**src/rtl/mm_pkg.sv**
```systemverilog
// Shared constants and types for the matrix-multiply datapath: FSM states,
// default bus widths (common with the DMA master) and the beat packing ratio.
package mm_pkg;

    localparam int unsigned MM_ELEM_W   = 32;
    localparam int unsigned MM_BEAT_W   = 128;
    localparam int unsigned MM_LENGTH_W = 8;
    localparam int unsigned MM_BRAM_AW  = 8;

    typedef enum logic [1:0] {
        IDLE  = 2'd0,
        RUN   = 2'd1,
        FLUSH = 2'd2,
        FIN   = 2'd3
    } mm_state_e;

    // Number of result elements carried by one BRAM C beat.
    function automatic int unsigned elems_per_beat(input int unsigned beat_w,
                                                   input int unsigned elem_w);
        return beat_w / elem_w;
    endfunction

    localparam int unsigned MM_ELEMS_PER_BEAT = elems_per_beat(MM_BEAT_W, MM_ELEM_W);

endpackage

```
**src/rtl/c_result_packer_if.sv**
```systemverilog
// Result element stream from the systolic array into the C result packer.
interface c_result_packer_if
    import mm_pkg::*;
#(
    parameter int unsigned ELEM_W = MM_ELEM_W
) ();

    logic              in_valid;
    logic              in_ready;
    logic [ELEM_W-1:0] in_data;
    logic              in_last;

    modport master (output in_valid, output in_data, output in_last, input  in_ready);
    modport slave  (input  in_valid, input  in_data, input  in_last, output in_ready);

endinterface

```
**src/rtl/c_result_packer.sv**
```systemverilog
// Packs ELEM_W-bit result elements into BEAT_W-bit beats written to BRAM C from address 0.
// Optional build macro C_PACK_RELU_EN: negative elements are zeroed before packing.
module c_result_packer
    import mm_pkg::*;
#(
    parameter int unsigned ELEM_W   = MM_ELEM_W,
    parameter int unsigned BEAT_W   = MM_BEAT_W,
    parameter int unsigned LENGTH_W = MM_LENGTH_W,
    parameter int unsigned BRAM_AW  = MM_BRAM_AW
) (
    input  logic                clk,
    input  logic                rst,
    input  logic                start,
    input  logic [LENGTH_W-1:0] num_beats,
    c_result_packer_if.slave    s_in,
    output logic [BRAM_AW-1:0]  bram_c_addr,
    output logic                bram_c_en,
    output logic                bram_c_we,
    output logic [BEAT_W-1:0]   bram_c_wdata,
    output logic                busy,
    output logic                done,
    output logic                err_short,
    output logic [LENGTH_W-1:0] beats_written
);

    localparam int unsigned EPB    = elems_per_beat(BEAT_W, ELEM_W);
    localparam int unsigned LANE_W = (EPB > 1) ? $clog2(EPB) : 1;

    mm_state_e           r_state;
    logic [LANE_W-1:0]   r_lane;
    logic [LENGTH_W-1:0] r_beat_idx;
    logic [LENGTH_W-1:0] r_num_beats;
    logic [BEAT_W-1:0]   r_acc;
    logic [BEAT_W-1:0]   r_wdata;
    logic [BRAM_AW-1:0]  r_addr;
    logic                r_en;
    logic                r_we;
    logic                r_busy;
    logic                r_done;
    logic                r_err;
    logic                r_in_ready;
    logic [LENGTH_W-1:0] r_beats_written;

    logic [ELEM_W-1:0]   w_elem;
    logic [BEAT_W-1:0]   w_beat;
    logic                w_accept;
    logic                w_lane_full;
    logic                w_final;

    assign w_accept    = s_in.in_valid && r_in_ready;
    assign w_lane_full = (r_lane == LANE_W'(EPB - 1));
    assign w_final     = (r_beat_idx == (r_num_beats - LENGTH_W'(1)));

    // Current beat with the incoming element dropped into its lane.
    always_comb begin : lane_insert
        w_elem = s_in.in_data;
`ifdef C_PACK_RELU_EN
        if (s_in.in_data[ELEM_W-1]) begin
            w_elem = '0;
        end
`endif
        w_beat = r_acc;
        for (int unsigned k = 0; k < EPB; k++) begin
            if (r_lane == LANE_W'(k)) begin
                w_beat[k*ELEM_W +: ELEM_W] = w_elem;
            end
        end
    end

    always_ff @(posedge clk) begin : fsm
        if (rst) begin
            r_state         <= IDLE;
            r_lane          <= '0;
            r_beat_idx      <= '0;
            r_num_beats     <= '0;
            r_acc           <= '0;
            r_wdata         <= '0;
            r_addr          <= '0;
            r_en            <= 1'b0;
            r_we            <= 1'b0;
            r_busy          <= 1'b0;
            r_done          <= 1'b0;
            r_err           <= 1'b0;
            r_in_ready      <= 1'b0;
            r_beats_written <= '0;
        end else begin
            r_en   <= 1'b0;
            r_we   <= 1'b0;
            r_done <= 1'b0;
            case (r_state)
                IDLE: begin
                    if (start) begin
                        if (num_beats != '0) begin
                            r_num_beats     <= num_beats;
                            r_beat_idx      <= '0;
                            r_lane          <= '0;
                            r_acc           <= '0;
                            r_err           <= 1'b0;
                            r_beats_written <= '0;
                            r_busy          <= 1'b1;
                            r_in_ready      <= 1'b1;
                            r_state         <= RUN;
                        end else begin
                            r_done <= 1'b1;
                        end
                    end
                end
                RUN: begin
                    if (w_accept) begin
                        if (w_lane_full) begin
                            // Hand the full beat to the write register; the next beat fills meanwhile.
                            r_wdata         <= w_beat;
                            r_en            <= 1'b1;
                            r_we            <= 1'b1;
                            r_addr          <= BRAM_AW'(r_beat_idx);
                            r_beat_idx      <= r_beat_idx + LENGTH_W'(1);
                            r_beats_written <= r_beats_written + LENGTH_W'(1);
                            r_acc           <= '0;
                            r_lane          <= '0;
                            if (w_final || s_in.in_last) begin
                                r_in_ready <= 1'b0;
                                r_state    <= FIN;
                                if (!w_final) begin
                                    r_err <= 1'b1;
                                end
                            end
                        end else begin
                            r_acc  <= w_beat;
                            r_lane <= r_lane + LANE_W'(1);
                            if (s_in.in_last) begin
                                r_err      <= 1'b1;
                                r_in_ready <= 1'b0;
                                r_state    <= FLUSH;
                            end
                        end
                    end
                end
                FLUSH: begin
                    // Partial beat: unfilled lanes are still zero in the accumulator.
                    r_wdata         <= r_acc;
                    r_en            <= 1'b1;
                    r_we            <= 1'b1;
                    r_addr          <= BRAM_AW'(r_beat_idx);
                    r_beat_idx      <= r_beat_idx + LENGTH_W'(1);
                    r_beats_written <= r_beats_written + LENGTH_W'(1);
                    r_acc           <= '0;
                    r_lane          <= '0;
                    r_state         <= FIN;
                end
                FIN: begin
                    r_done  <= 1'b1;
                    r_busy  <= 1'b0;
                    r_state <= IDLE;
                end
                default: begin
                    r_state <= IDLE;
                end
            endcase
        end
    end

    assign s_in.in_ready = r_in_ready;
    assign bram_c_addr   = r_addr;
    assign bram_c_en     = r_en;
    assign bram_c_we     = r_we;
    assign bram_c_wdata  = r_wdata;
    assign busy          = r_busy;
    assign done          = r_done;
    assign err_short     = r_err;
    assign beats_written = r_beats_written;

endmodule

```
**src/flat_wrapper.sv**
```systemverilog
// flat-port wrapper written by rule: the top's interface ports become plain ports
module c_result_packer_flat import mm_pkg::*;
#(
    parameter int unsigned ELEM_W   = MM_ELEM_W,
    parameter int unsigned BEAT_W   = MM_BEAT_W,
    parameter int unsigned LENGTH_W = MM_LENGTH_W,
    parameter int unsigned BRAM_AW  = MM_BRAM_AW
)
  (clk, rst, start, num_beats, bram_c_addr, bram_c_en, bram_c_we, bram_c_wdata, busy, done, err_short, beats_written, s_in_in_valid, s_in_in_data, s_in_in_last, s_in_in_ready);
  c_result_packer_if #(.ELEM_W(ELEM_W)) s_in_i ();
  input  logic clk;
  input  logic rst;
  input  logic start;
  input  logic [LENGTH_W-1:0] num_beats;
  output logic [BRAM_AW-1:0] bram_c_addr;
  output logic bram_c_en;
  output logic bram_c_we;
  output logic [BEAT_W-1:0] bram_c_wdata;
  output logic busy;
  output logic done;
  output logic err_short;
  output logic [LENGTH_W-1:0] beats_written;
  input wire logic [$bits(s_in_i.in_valid)-1:0] s_in_in_valid;
  input wire logic [$bits(s_in_i.in_data)-1:0] s_in_in_data;
  input wire logic [$bits(s_in_i.in_last)-1:0] s_in_in_last;
  output wire logic [$bits(s_in_i.in_ready)-1:0] s_in_in_ready;
  assign s_in_i.in_valid = s_in_in_valid;
  assign s_in_i.in_data = s_in_in_data;
  assign s_in_i.in_last = s_in_in_last;
  assign s_in_in_ready = s_in_i.in_ready;
  c_result_packer #(.ELEM_W(ELEM_W), .BEAT_W(BEAT_W), .LENGTH_W(LENGTH_W), .BRAM_AW(BRAM_AW)) u_core (.clk(clk), .rst(rst), .start(start), .num_beats(num_beats), .s_in(s_in_i), .bram_c_addr(bram_c_addr), .bram_c_en(bram_c_en), .bram_c_we(bram_c_we), .bram_c_wdata(bram_c_wdata), .busy(busy), .done(done), .err_short(err_short), .beats_written(beats_written));
endmodule
```
**config.mk**
```make
export PLATFORM = sky130hd
export DESIGN_NAME = c_result_packer_flat
export DESIGN_NICKNAME = d
export VERILOG_FILES = /design/src/rtl/mm_pkg.sv /design/src/rtl/c_result_packer_if.sv /design/src/rtl/c_result_packer.sv /design/src/flat_wrapper.sv
export SDC_FILE = /design/constraint.sdc
export NUM_CORES = 1
export LEC_CHECK = 0
export CAP_MARGIN = 20
export CORE_AREA = 2 2 148 150
export DETAILED_ROUTE_END_ITERATION = 16
export DIE_AREA = 0 0 150 152
export PLACE_DENSITY = 0.83
export SLEW_MARGIN = 5
export SYNTH_ARGS = -nofsm -noshare
export SYNTH_HDL_FRONTEND = slang
export SYNTH_SLANG_ARGS = --single-unit
```
**constraint.sdc**
```tcl
create_clock -name clk -period 7.9 [get_ports clk]
set_clock_uncertainty 0.15 [all_clocks]
set_input_delay 2.37 -clock clk [delete_from_list [all_inputs] [get_ports clk]]
set_output_delay 2.37 -clock clk [all_outputs]
set_load 0.005 [all_outputs]
```
==> out/qor.log, run 1 <==
qor: outcome.run_status finished clean
qor: setup_path.startpoint_class_of_the_critical_path input pin
qor: power.power.share.sequential 36.1%
qor: finish.drive_gt1_share 5.437%
qor: worst_hold_path.hold_path_startpoint u_core.bram_c_addr[6]
qor: synth.synthesis.area_per_instance 9.905 sq um
qor: power.combinationalPowerShare 38.0%
qor: finish.fin_area 14,960 sq um
qor: global_route.track_usage 23.92%
qor: synth.synth-main-ff-cell dfxtp_1
qor: drt.dr.pass1.iters 4
qor: worst_hold_path.hp-class flop to flop
qor: job.drv_cap 0
qor: synth.yosysSeqAreaShare 50.06%
qor: clock_tree.cts_made_buffers 31
qor: synth.syn_nets 1,257
qor: global_route.antenna_found_initial 0
qor: clock_tree.cts.reportedPaths.clkPinSlew 0.06 ns
qor: sta.final-max-slew-violation-count 0
qor: drt.initialDrtViolationCount 429
qor: floorplan.die_height 152 um
qor: placed_design.placedInstanceArea 13,870 sq um
qor: setup_path.worstPathRequired 8.22 ns
qor: floorplan.io_pins 195
qor: power.ir_worst_vdd 0.3384 mV
qor: finish.mostFrequentLayoutCell dfxtp_1
qor: global_route.grt-ovfl-total 0
qor: clock_tree.cts_tree built
qor: power.switching_share 33.39%
qor: drt.route.vias.total 9,038
qor: synth.synth_top_area_share 50.06%
qor: clock_tree.clockRootBuffer clkbuf_16
qor: drt.wirelength 27,800 um
qor: sta.timing.final.crit_period 4.912 ns
qor: clock_tree.insertion_delay 0.54 ns
qor: synth.post_syn_area 11,880 sq um
qor: clock_tree.cts_hold_buffers 0
qor: sta.max_slew.worst_pin.slew 1.109 ns
qor: finish.final-instance-count-excl-fill 1,641
qor: synth.synth_cell_type_count 46
qor: sta.max_freq 203.6 MHz
qor: global_route.grt_pass1_vias 8,680
qor: placed_design.detailedPlacementHpwl 17,000 um
qor: power.power.density_cell_area 376.4 nW/um^2
qor: synth.synth_async_sr_flop_share 0%
qor: sta.whs 0.3039 ns
qor: power.p_clk_share 25.9%
qor: sta.fin_setup_tns 0 ns
qor: sta.report.final.hold_viol_count 0
qor: placed_design.buffer_ports.inserted 194
qor: placed_design.worst_slack_at_placement 2.426 ns
qor: synth.synth_instances 1,199
qor: floorplan.core_area 21,350 sq um
qor: power.cell_internal_pwr 3.750 mW
qor: synth.ys_seq_elements 297
qor: finish.design.final.nets 1,396
qor: setup_path.endpoint_kind flop
qor: clock_tree.tritoncts_num_sinks 297
qor: setup_path.crit_path_from num_beats[3]
qor: finish.area_growth_syn_to_layout 25.96%
qor: synth.synthTopCellsByArea dfxtp_1, mux2i_1, a211oi_1
qor: placed_design.place.gp.congestion 0.8154
qor: global_route.grt_pass1_wl 45,050 um
qor: drt.drt-wirelength-per-cell 16.94 um
qor: power.p_sw 1.880 mW
qor: global_route.grt_start_max_net_pins 257
qor: synth.synth_edf_count 0
qor: placed_design.placedCellCount 1,583
qor: setup_path.crit_path_max_fanout 34
qor: clock_tree.cts_repair_resize_count 0
qor: sta.final_worst_path_cycle_share 62.17%
qor: synth.synth_largest_area_cell dfxtp_1
qor: clock_tree.clock_tree.buffer_depth 3
qor: setup_path.timing.rr.start u_core.r_state[1]
qor: power.p_leak 5.204 nW
qor: drt.drtAntennaViolNets 0
qor: sta.max_slew_headroom_at_the_worst_pin 26.08%
qor: drt.detail_route.vias_per_cell 5.508
qor: synth.synth-warning-count 0
qor: sta.min_setup_slack_post_route 2.988 ns
qor: sta.grt_setup_unrepaired no
qor: floorplan.die_width 150 um
qor: finish.layout.cells.most_common_list dfxtp_1, nor2_1, mux2i_1
qor: setup_path.cp.arrival 5.23 ns
qor: floorplan.fp.dieArea 22,800 sq um
qor: floorplan.initial_standard_cell_utilization_of_the_core 55.63%
qor: floorplan.std_cell_rows 54
qor: finish.final.fill_count 1,624
qor: setup_path.setup.worst_path.class input pin to flop
qor: drt.drt_drc_violations_left 0
qor: finish.antenna_cells 0
qor: sta.finalSetupViolations 0
qor: clock_tree.post_cts_buffers 0
qor: finish.regArea 5946 sq um
qor: finish.multiInputGateArea 5533 sq um
qor: clock_tree.cts_htree_levels 1
## power groups by stage
stage	clock, mW	combinational (mW)	sequential (mW)
after floorplan	0	1.33	2.03
after global placement	0	2.07	2.05
after detailed placement	0	2.12	2.06
after CTS	1.48	2.14	2.03
after global routing	1.55	2.35	2.07
final	1.46	2.14	2.03
## critical path, stage by stage
cell	delay [ns]
clkdlybuf4s50_1	0.42
nor4_1	0.67
a21boi_1	0.20
o2111a_1	0.55
nor2_4	0.77
and2_1	0.23
## state kept, by name (all words and copies together) (netlist names)
signal	flops
u_core.r_beat_idx	8
u_core.r_acc	128
u_core.bram_c_wdata	128
u_core.s_in.in_ready	1
u_core.r_state	2
u_core.bram_c_addr	8
u_core.r_lane	2
u_core.busy	1
u_core.bram_c_en	1
u_core.r_num_beats	8
u_core.done	1
u_core.beats_written	8
u_core.err_short	1
## metal layers
layer / global-route usage [%] / part of all wire, % / vias up
met5: 0 / 0 / -
met4: 7.098 / 2.3 / 0
met3: 3.213 / 4.5 / 39
met2: 39.90 / 48 / 190
met1: 32.34 / 45 / 4344
li1: - / - / 4465
## worst paths after layout
kind,to,slack (ns),cells past startpoint
worst min register to register,u_core.bram_c_addr[6],0.30,2
worst min-delay path,u_core.bram_c_addr[6],0.30,2
worst max register to register,u_core.r_acc[21],4.56,7
worst max-delay path,u_core.r_acc[104],2.99,6
## Yosys cell counts (3+ instances only)
cell type and number:
a211oi_1 130, a21oi_1 16, and2_1 32, and3_1 7, buf_1 9, buf_2 14
buf_6 3, clkbuf_1 69, dfxtp_1 297, ha_1 13, inv_1 13, mux2i_1 234
nand2_1 28, nand2b_1 4, nand4_1 12, nor2_1 251, nor2b_1 5, o21ai_0 8
xor2_1 17
## per-stage QoR
stage               total power [mW]  utilization [%]
floorplan                      3.363                -
global placement               4.119            64.98
detailed placement             4.174            64.98
CTS                            5.654            69.90
global route                   5.964            70.07
finish                         5.631            70.07
## layout make-up
class                           instances  share of cell area [%]
Sequential cell                       297                   39.75
Multi-Input combinational cell        793                   36.99
Timing Repair Buffer                  202                   13.58
Inverter                               13                  0.3262
Clock inverter                          6                  0.5520
Clock buffer                           50                   6.465
Tap cell                              280                   2.342
## cells by family after synthesis
group	share of synthesized area [%]
mux	19.72
compound gates	10.50
buf+inv	3.814
flops	50.06
fa+ha+maj	1.370
xor+xnor	1.591
simple gates	12.94
Note: power is estimated with default switching activity, not from simulation.
==> run 2, diff against run 1 <==
CORE_AREA = 2 2 161 163   (was 2 2 148 150)
DIE_AREA = 0 0 163 165   (was 0 0 150 152)
PLACE_DENSITY = 0.75   (was 0.83)
clock period = 4.4 ns   (was 7.9 ns; I/O delays follow)
==> run 2 against run 1 <==
  * Worst setup slack lost 1.9 ns
  * Wire length grew 2.0%
  * Flip-flop and latch count is the same
  * Clock power grew 75%
  * Critical path depth grew 3
  * Register-to-register slack lost 2.9 ns
  * Sequential power grew 80%
  * Non-clock buffer count grew 13
  * Via count shrank 0.93%
  * Largest power group unchanged
  * Total power grew 80%
  * Utilization shrank 9.6 points
==> out/qor.log, run 2 (synthesis gave the netlist of run 1 again) <==
qor: outcome.run_status finished clean
qor: floorplan.core_area 25,040 sq um [+17%]
qor: setup_path.startpoint_class_of_the_critical_path input pin
qor: floorplan.die_width 163 um [+8.7%]
qor: sta.finalSetupViolations 0 [unchanged]
qor: sta.report.final.hold_viol_count 0 [unchanged]
qor: clock_tree.cts_hold_buffers 0 [unchanged]
qor: clock_tree.cts.reportedPaths.clkPinSlew 0.06 ns [about the same]
qor: global_route.antenna_found_initial 0 [unchanged]
qor: floorplan.fp.dieArea 26,900 sq um [+18%]
qor: finish.drive_gt1_share 6.264% [+0.83 points]
qor: clock_tree.post_cts_buffers 0 [unchanged]
qor: sta.min_setup_slack_post_route 1.061 ns [-1.927 ns]
qor: setup_path.worstPathRequired 4.67 ns [-3.55 ns]
qor: clock_tree.cts_made_buffers 31 [unchanged]
qor: floorplan.die_height 165 um [+8.6%]
qor: finish.fin_area 15,140 sq um [+1.2%]
qor: floorplan.io_pins 195 [unchanged]
qor: global_route.grt-ovfl-total 0 [unchanged]
qor: global_route.grt_start_max_net_pins 105 [-59%]
qor: clock_tree.cts_tree built
qor: clock_tree.cts_htree_levels 1 [unchanged]
qor: setup_path.slowest_delay 0.54 ns [-0.23 ns]
qor: sta.grt_setup_unrepaired no
qor: drt.detail_route.vias_per_cell 5.258 [-4.5%]
qor: setup_path.r2r-end u_core.r_acc[51]
qor: drt.drtAntennaViolNets 0 [unchanged]
qor: placed_design.placedInstanceArea 14,140 sq um [+1.9%]
qor: sta.final_worst_path_cycle_share 75.89%
qor: global_route.track_usage 20.77% [-3.2 points]
qor: setup_path.crit_path_top_delay_cell and3_2
qor: drt.initialDrtViolationCount 470 [+9.6%]
qor: placed_design.detailedPlacementHpwl 18,500 um [+8.8%]
qor: global_route.grt_pass1_vias 8,573 [-1.2%]
qor: power.power.density_cell_area 669.1 nW/um^2 [+78%]
qor: floorplan.initial_standard_cell_utilization_of_the_core 47.44% [-8.2 points]
qor: sta.final-max-slew-violation-count 0 [unchanged]
qor: placed_design.place.gp.congestion 0.7721 [-5.3%]
qor: clock_tree.clockRootBuffer clkbuf_16
qor: placed_design.buffer_ports.inserted 194 [unchanged]
qor: floorplan.std_cell_rows 58 [+7.4%]
qor: setup_path.crit_path_cell_trace clkdlybuf4s50_1 > nor4_1 > buf_4 > a21bo_2 > a21boi_0 > and3_2 > buf_12 > mux2i_1 > nor2_1
qor: setup_path.crit_path_from num_beats[1]
qor: finish.layout.cells.most_common_list dfxtp_1, nor2_1, mux2i_1
qor: setup_path.endpoint_kind flop
qor: setup_path.crit_path_max_fanout 21 [-38%]
qor: sta.max_freq 299.5 MHz
qor: drt.wirelength 28,350 um [+2.0%]
qor: placed_design.worst_slack_at_placement 0.5261 ns [-1.900 ns]
qor: clock_tree.clock_tree.buffer_depth 3 [unchanged]
qor: setup_path.setup.reg_to_reg.worst_slack 1.62 ns [-2.94 ns]
qor: clock_tree.tritoncts_num_sinks 297 [unchanged]
qor: finish.antenna_cells 0 [unchanged]
qor: worst_hold_path.hp-class flop to flop
qor: drt.drt-wirelength-per-cell 16.65 um [-1.7%]
qor: setup_path.timing.rr.start u_core.r_state[1]
qor: sta.timing.final.crit_period 3.339 ns
qor: job.drv_cap 0 [unchanged]
qor: setup_path.reg2regPathDepth 8 [+1]
qor: global_route.grt_pass1_wl 45,340 um [+0.64%]
qor: finish.final.fill_count 2,119 [+30%]
qor: clock_tree.cts_repair_resize_count 0 [unchanged]
qor: finish.mostFrequentLayoutCell dfxtp_1
qor: clock_tree.insertion_delay 0.55 ns [about the same]
qor: power.p_leak 5.266 nW [+1.2%]
qor: setup_path.setup.worst_path.end u_core.r_acc[51]
qor: sta.max_slew.worst_pin.slew 1.052 ns [-0.05702 ns]
qor: finish.area_growth_syn_to_layout 27.50%
qor: power.ir_worst_vdd 0.3266 mV [-3.5%]
qor: setup_path.cp.arrival 3.61 ns [-1.62 ns]
qor: setup_path.setup.worst_path.class input pin to flop
qor: finish.design.final.nets 1,409 [+0.93%]
qor: drt.drt_drc_violations_left 0 [unchanged]
qor: drt.route.vias.total 8,954 [-0.93%]
qor: sta.max_slew_headroom_at_the_worst_pin 29.88% [+3.8 points]
qor: drt.dr.pass1.iters 4 [unchanged]
qor: sta.fin_setup_tns 0 ns [unchanged]
-- run 2: cell types whose count changed in the layout (fill, tap and decap cells not counted) --
cell      before  now
buf_12         1    8
buf_16         1    0
buf_4          7   14
clkbuf_8      12    7
clkinv_2       3    6
inv_6          0    1
-- run 2: layer usage --
metal | global-route usage, % | share of wire [%] | routed length, um | vias to the layer above
met5 | 0 | 0 | 0 | -
met4 | 5.511 | 1.9 | 534 | 0
met3 | 3.466 | 5.2 | 1466 | 39
met2 | 35.36 | 48 | 13600 | 208
met1 | 27.41 | 45 | 12750 | 4216
li1 | - | - | - | 4491
-- run 2: report_power, final --
| group | internal [mW] | total [mW] | switching, mW | leakage (nW) |
|---|---|---|---|---|
| registers | 3.28 | 3.66 | 0.380 | 2.41 |
| logic | 1.92 | 3.91 | 2.00 | 2.36 |
| clock network | 1.52 | 2.56 | 1.04 | 0.497 |
-- run 2: worst min-delay path by stage --
stage / start / endpoint / cells after the start
6_report: u_core.bram_c_addr[5] / u_core.bram_c_addr[5] / 2
5_1_grt: u_core.r_acc[106] / u_core.r_acc[106] / 1
4_1_cts: u_core.bram_c_addr[5] / u_core.bram_c_addr[5] / 2
3_3_place_gp: u_core.bram_c_addr[5] / u_core.bram_c_addr[5] / 2
3_5_place_dp: u_core.r_acc[125] / u_core.r_acc[125] / 1
2_1_floorplan: u_core.r_acc[100] / u_core.r_acc[100] / 1
-- run 2: area by class of cell --
class / count / area (sq um) / area share (%)
Timing Repair Buffer: 215 / 2197 / 14.51
Clock buffer: 45 / 898.4 / 5.933
Tap cell: 330 / 412.9 / 2.727
Clock inverter: 10 / 106.4 / 0.7024
Sequential cell: 297 / 5946 / 39.27
Inverter: 13 / 48.80 / 0.3223
Multi-Input combinational cell: 793 / 5533 / 36.54
-- run 2: worst max-delay path, delay by kind of cell --
family | cells | cell delay (ns)
buf+inv | 3 | 0.89
simple gates | 3 | 0.65
mux | 1 | 0.21
compound gates | 2 | 0.51
-- run 2: through the flow --
stage	instances	utilization, %	total power, mW	hold slack (ns)
finish	1703	60.48	10.13	0.3030
global route	1703	60.48	10.75	0.3191
CTS	1703	60.48	10.23	0.3075
detailed placement	1648	56.47	7.642	0.2929
global placement	1648	56.47	7.568	0.2906
floorplan	1199	-	6.038	0.2791
